===== src/rtl/aes_frame_pkg.sv =====
// rtl/aes_frame_pkg.sv - shared state encoding and command constants for the AES frame controller
package aes_frame_pkg;

    localparam int FRAME_BYTES = 16;

    localparam logic [7:0] CMD_ENC        = 8'h45;  // 'E'
    localparam logic [7:0] CMD_DEC        = 8'h44;  // 'D'
    localparam logic [7:0] CMD_ENC_CACHED = 8'h65;  // 'e'
    localparam logic [7:0] CMD_DEC_CACHED = 8'h64;  // 'd'

    typedef enum logic [2:0] {
        IDLE,
        RXKEY,
        RXTXT,
        START,
        WAIT,
        TXBYTE,
        TXGAP
    } state_t;

endpackage


===== src/rtl/aes_frame_txser.sv =====
// rtl/aes_frame_txser.sv - AES result capture and MSB-first byte serializer
//
// Ports:
//   i_Clk, i_Rst     clock, synchronous active-low reset
//   i_State          controller state; serializer acts in WAIT and TXBYTE
//   i_AesDone        result strobe from the AES core (used only in WAIT)
//   i_AesText        AES result, captured on i_AesDone in WAIT
//   i_TxBusy         UART transmitter busy; holds the serializer in TXBYTE
//   o_TxData         byte being sent
//   o_TxStart        one-cycle send strobe
//   o_Last           high once all 16 bytes have been sent (index wrapped)
module aes_frame_txser
    import aes_frame_pkg::*;
(
    input  logic         i_Clk,
    input  logic         i_Rst,
    input  state_t       i_State,
    input  logic         i_AesDone,
    input  logic [127:0] i_AesText,
    input  logic         i_TxBusy,
    output logic [7:0]   o_TxData,
    output logic         o_TxStart,
    output logic         o_Last
);

    logic [127:0] shreg;
    logic [3:0]   idx;

    // idx starts at 0 on capture and wraps back to 0 after the 16th byte,
    // so in TXGAP a zero index means the whole block has gone out.
    assign o_Last = (idx == 4'd0);

    always_ff @(posedge i_Clk) begin
        if (!i_Rst) begin
            shreg     <= '0;
            idx       <= '0;
            o_TxData  <= '0;
            o_TxStart <= 1'b0;
        end else begin
            o_TxStart <= 1'b0;
            if (i_State == WAIT && i_AesDone) begin
                shreg <= i_AesText;
                idx   <= '0;
            end else if (i_State == TXBYTE && !i_TxBusy) begin
                o_TxData  <= shreg[127:120];
                shreg     <= {shreg[119:0], 8'h00};
                o_TxStart <= 1'b1;
                idx       <= idx + 4'd1;
            end
        end
    end

endmodule


===== src/rtl/aes_frame_ctrl.sv =====
// rtl/aes_frame_ctrl.sv - UART framed command front end for an AES core
//
// Frame: command byte, 16 key bytes, 16 text bytes (first byte -> [127:120]).
// 'E' encrypts, 'D' decrypts; the 16-byte result is sent back MSB byte first.
// Optional feature macro: AES_FRAME_KEY_CACHE_EN adds 'e'/'d' commands that
// skip the key field and reuse the last loaded key.
//
// Ports:
//   i_Clk, i_Rst            clock, synchronous active-low reset
//   i_RxData, i_RxValid     received UART byte and its one-cycle strobe
//   o_TxData, o_TxStart     byte to UART transmitter and its send strobe
//   i_TxBusy                UART transmitter busy
//   o_AesStart, o_AesDec    AES start strobe and direction (1 = decrypt)
//   o_AesKey, o_AesText     AES key and input text
//   i_AesDone, i_AesText    AES completion strobe and result
//   o_Busy                  high whenever not IDLE
//   o_fErr                  one-cycle error pulse (bad command or timeout)
module aes_frame_ctrl
    import aes_frame_pkg::*;
#(
    parameter int TIMEOUT_CYC = 1000000
) (
    input  logic         i_Clk,
    input  logic         i_Rst,
    input  logic [7:0]   i_RxData,
    input  logic         i_RxValid,
    output logic [7:0]   o_TxData,
    output logic         o_TxStart,
    input  logic         i_TxBusy,
    output logic         o_AesStart,
    output logic         o_AesDec,
    output logic [127:0] o_AesKey,
    output logic [127:0] o_AesText,
    input  logic         i_AesDone,
    input  logic [127:0] i_AesText,
    output logic         o_Busy,
    output logic         o_fErr
);

    localparam int         TW        = (TIMEOUT_CYC > 1) ? $clog2(TIMEOUT_CYC) : 1;
    localparam logic [TW-1:0] TMO_LAST = TW'(TIMEOUT_CYC - 1);
    localparam logic [3:0] CNT_LAST  = 4'(FRAME_BYTES - 1);

    state_t        state;
    logic [3:0]    cnt;
    logic [TW-1:0] tmo;
    logic          tx_last;

    aes_frame_txser u_txser (
        .i_Clk     (i_Clk),
        .i_Rst     (i_Rst),
        .i_State   (state),
        .i_AesDone (i_AesDone),
        .i_AesText (i_AesText),
        .i_TxBusy  (i_TxBusy),
        .o_TxData  (o_TxData),
        .o_TxStart (o_TxStart),
        .o_Last    (tx_last)
    );

    // o_AesKey doubles as the key cache: it is only overwritten in RXKEY.
    always_ff @(posedge i_Clk) begin
        if (!i_Rst) begin
            state      <= IDLE;
            cnt        <= '0;
            tmo        <= '0;
            o_AesStart <= 1'b0;
            o_AesDec   <= 1'b0;
            o_AesKey   <= '0;
            o_AesText  <= '0;
            o_Busy     <= 1'b0;
            o_fErr     <= 1'b0;
        end else begin
            o_AesStart <= 1'b0;
            o_fErr     <= 1'b0;
            case (state)
                IDLE: begin
                    if (i_RxValid) begin
                        cnt <= '0;
                        tmo <= '0;
                        if (i_RxData == CMD_ENC || i_RxData == CMD_DEC) begin
                            o_AesDec <= (i_RxData == CMD_DEC);
                            o_Busy   <= 1'b1;
                            state    <= RXKEY;
`ifdef AES_FRAME_KEY_CACHE_EN
                        end else if (i_RxData == CMD_ENC_CACHED || i_RxData == CMD_DEC_CACHED) begin
                            o_AesDec <= (i_RxData == CMD_DEC_CACHED);
                            o_Busy   <= 1'b1;
                            state    <= RXTXT;
`endif
                        end else begin
                            o_fErr <= 1'b1;
                        end
                    end
                end
                RXKEY, RXTXT: begin
                    // An arriving byte wins over a simultaneous timeout expiry.
                    if (i_RxValid) begin
                        tmo <= '0;
                        cnt <= cnt + 4'd1;
                        if (state == RXKEY) begin
                            o_AesKey <= {o_AesKey[119:0], i_RxData};
                            if (cnt == CNT_LAST) begin
                                state <= RXTXT;
                            end
                        end else begin
                            o_AesText <= {o_AesText[119:0], i_RxData};
                            if (cnt == CNT_LAST) begin
                                o_AesStart <= 1'b1;
                                state      <= START;
                            end
                        end
                    end else if (tmo == TMO_LAST) begin
                        o_fErr <= 1'b1;
                        o_Busy <= 1'b0;
                        state  <= IDLE;
                    end else begin
                        tmo <= tmo + 1'b1;
                    end
                end
                START: begin
                    state <= WAIT;
                end
                WAIT: begin
                    if (i_AesDone) begin
                        state <= TXBYTE;
                    end
                end
                TXBYTE: begin
                    if (!i_TxBusy) begin
                        state <= TXGAP;
                    end
                end
                TXGAP: begin
                    if (tx_last) begin
                        o_Busy <= 1'b0;
                        state  <= IDLE;
                    end else begin
                        state <= TXBYTE;
                    end
                end
                default: begin
                    o_Busy <= 1'b0;
                    state  <= IDLE;
                end
            endcase
        end
    end

endmodule


===== config.mk =====
export PLATFORM = sky130hd
export DESIGN_NAME = aes_frame_ctrl
export DESIGN_NICKNAME = d
export VERILOG_FILES = /design/src/rtl/aes_frame_pkg.sv /design/src/rtl/aes_frame_txser.sv /design/src/rtl/aes_frame_ctrl.sv
export SDC_FILE = /design/constraint.sdc
export NUM_CORES = 1
export LEC_CHECK = 0
export BUFFER_PORTS_ARGS = -buffer_cell sky130_fd_sc_hd__buf_4
export CORE_MARGIN = 3
export CORE_UTILIZATION = 40
export CTS_CLUSTER_DIAMETER = 80
export DETAILED_ROUTE_END_ITERATION = 6
export PLACE_DENSITY = 0.72
export SLEW_MARGIN = 0
export SYNTH_ARGS = -nofsm -noshare
export SYNTH_HDL_FRONTEND = slang
export SYNTH_SLANG_ARGS = --single-unit

===== constraint.sdc =====
create_clock -name i_Clk -period 4.7 [get_ports i_Clk]
set_input_delay 0 -clock i_Clk [delete_from_list [all_inputs] [get_ports i_Clk]]
set_output_delay 0 -clock i_Clk [all_outputs]
set_load 0.01 [all_outputs]

==> impl_metrics.yaml <==
detailed_routing:
  via_count: 15400
  wl_per_cell_um: 16.9
  drt-initial-drc-count: 1245
  first_pass_iters: 5
  postRouteAntennaNets: 0
  via_per_inst: 5.17
  drc_errors: 0
  drt-total-wl_mm: 50.4
global_routing:
  grtUsageMet3: 0.0508
  grt_overflow: 0
  grt_pass1_vias: 14900
  grt_use_met2: 0.356
  grtUsageTotal: 0.215
  grt.busiest_layer: "met2"
  antenna_found_initial: 0
  grt_pass1_wl_mm: 78.8
  grt_start_max_net_pins: 208
  grtUsageMet1: 0.270
final_layout:
  layout_common_cells: "nand2_1, dfxtp_1, buf_4"
  utilization: 0.561
  layout-drive-gt1-share: 0.212
  final_cells: 2981
  multi_input_area_um2: 7640
  fin_nets: 2559
  seq_area_um2: 8570
  final_common_cell: "nand2_1"
  fill_cells: 3581
  antenna_cells: 0
  syn2layout_area_growth_pct: 37.0
clocking:
  clk_pin_slew_worst_paths_ns: 0.06
  htree_levels: 2
  cts.hold.buffers_added: 139
  cts_sinks: 428
  cts_tree: "yes"
  cts_root_buf: "clkbuf_16"
  cts_buffer_depth: 3
  numCtsBuffers: 47
  clk_latency_ns: 0.56
  postCtsResizedCells: 0
  cts_setup_buffers: 0
power:
  max-vdd-ir-drop_v: 0.000314
  power_density_nw_per_um2: 334
  power_w: 0.00772
  p_leak_nw: 8.52
sta:
  slew_headroom: 0.302
  skew_ns: 0.0161
  hold_viol_final: 0
  tns_ns: 0
  maxSlewViolCount: 0
  timing.final.ws_setup_ns: 1.84
  fmax_mhz: 350
  tightest_slew_ns: 1.05
  rsz0062_at_grt: "no"
  setup_violations: 0
  fin_crit_ns: 2.86
  finalCritPeriodShare: 0.608
setup_path:
  rr_startpoint: "state[0]"
  crit_path_max_incr_delay_ns: 0.85
  crit_family: "simple AND/OR/NAND/NOR gates"
  cp_slowest_cell: "and3_4"
  path_cells: "nor2_1 > and3_4 > buf_4 > a22oi_1 > a21boi_0"
  crit_buf_inv: 1
  crit_path_start: "state[0]"
  worstPathArrival_ns: 3.33
  critPathMaxFanout: 82
  start_kind: "flop"
  crit_type: "reg -> reg"
  end_kind: "flop"
  required_ns: 5.17
floorplan:
  start_util: 0.409
  die_area_um2: 44600
  chipWidth_um: 211
  core.rowCount: 74
  die_h_um: 211
  io_pins: 410
  core_um2: 41200
place:
  dp_cells: 2758
  pre_cts_ws_ns: 1.96
  routabilityCongestion: 0.816
  place.detailed.hpwl_mm: 32.2
  portBuffers: 409
run:
  maxCapViolCount: 0
logic_synthesis:
  synthDominantCellAreaShare: 0.508
  syn_inst: 1964
  avgSynthCellArea_um2: 8.58
  synth_warnings: 0
  synth_cell_types: 54
  ys_seq_area_frac: 0.508
  synth-seq-cells: 428
  syn_nets: 2109
  yosysTopAreaCell: "dfxtp_1"
  syn-cell-area_um2: 16900
  ys_top_cells_by_area: "dfxtp_1, a21boi_0, nand2_1"
worst_hold_path:
  min_from: "i_Rst"
  hold_path_class: "in -> reg"
status:
  outcome: "finished, final reports clean"
==> cell type report <==
type / instances / share of cell area
Inverter: 4 / 0.000650
Timing Repair Buffer: 561 / 0.199
Multi-Input combinational cell: 1372 / 0.331
Clock buffer: 65 / 0.0600
Sequential cell: 428 / 0.371
Clock inverter: 19 / 0.00942
Tap cell: 532 / 0.0288
==> cell usage after synthesis (all sizes together) <==
| master | instances |
|---|---|
| a32oi | 1 |
| buf | 54 |
| nand3b | 4 |
| a22oi | 128 |
| nand3 | 9 |
| and3 | 9 |
| o31ai | 1 |
| a31oi | 4 |
| dfxtp | 428 |
| o31a | 1 |
| nor4b | 2 |
| a21oi | 14 |
| inv | 4 |
| o21bai | 1 |
| or3b | 1 |
| and4 | 3 |
| and2 | 10 |
| a2111oi | 1 |
| o211ai | 3 |
| clkbuf | 106 |
| xor2 | 3 |
| nand2 | 673 |
| and3b | 1 |
| or2 | 1 |
| or3 | 9 |
| or4 | 3 |
| nand4b | 5 |
| o211a | 1 |
| a21boi | 396 |
| nor2b | 13 |
| o22ai | 1 |
| nor3b | 2 |
| or4b | 1 |
| o21a | 1 |
| o32ai | 1 |
| o21ai | 23 |
| ha | 4 |
| nor3 | 2 |
| and2b | 1 |
| nand2b | 4 |
| o221a | 4 |
| mux2i | 1 |
| nor2 | 21 |
| nand4 | 8 |
| xnor2 | 1 |
==> flip-flops by register name, summed over array words and instances, names as in the netlist <==
name               count
o_AesKey             128
o_AesText            128
u_txser.shreg        128
tmo                   20
u_txser.o_TxData       8
cnt                    4
u_txser.idx            4
state                  3
o_AesDec               1
o_AesStart             1
o_Busy                 1
o_fErr                 1
u_txser.o_TxStart      1
==> final timing paths <==
| path | end | slack, ns | cells after the start |
|---|---|---|---|
| setup / recovery | u_txser.shreg[102] | 1.84 | 5 |
| hold / removal | o_AesText[56] | 0.04 | 2 |
| setup reg to reg | u_txser.shreg[102] | 1.84 | 5 |
| hold reg to reg | u_txser.shreg[12] | 0.45 | 2 |
==> per-layer routing <==
metal / wire length [um] / share of wire
met4: 2020 / 0.040
met3: 3770 / 0.075
met2: 23700 / 0.47
met5: 0 / 0
met1: 20900 / 0.42
==> cells by family (layout without fill, tap and decap cells) <==
| kind of cell | count (synthesis) | after routing | synth area share |
|---|---|---|---|
| AND/OR/NAND/NOR | 782 | 782 | 0.191 |
| AO/OA/AOI/OAI | 581 | 581 | 0.255 |
| flip-flops | 428 | 428 | 0.508 |
| buffers and inverters | 164 | 649 | 0.0401 |
| adder cells (fa/ha/maj) | 4 | 4 | 0.00297 |
| XOR/XNOR | 4 | 4 | 0.00252 |
| multiplexers | 1 | 1 | 0.000594 |
==> report_power, final <==
group          switching, W  internal (W)
logic              0.000115      0.000201
clock network       0.00149       0.00228
registers       0.000000857       0.00363
==> stage by stage <==
step | area, um2 | hold slack, ns
after detailed placement | 20100 | 0.283
after global placement | 20100 | 0.275
after floorplan | 16900 | 0.145
after global routing | 23100 | 0.107
after CTS | 23100 | 0.0626
final | 23100 | 0.0424
(Power assumes the default switching activity.)
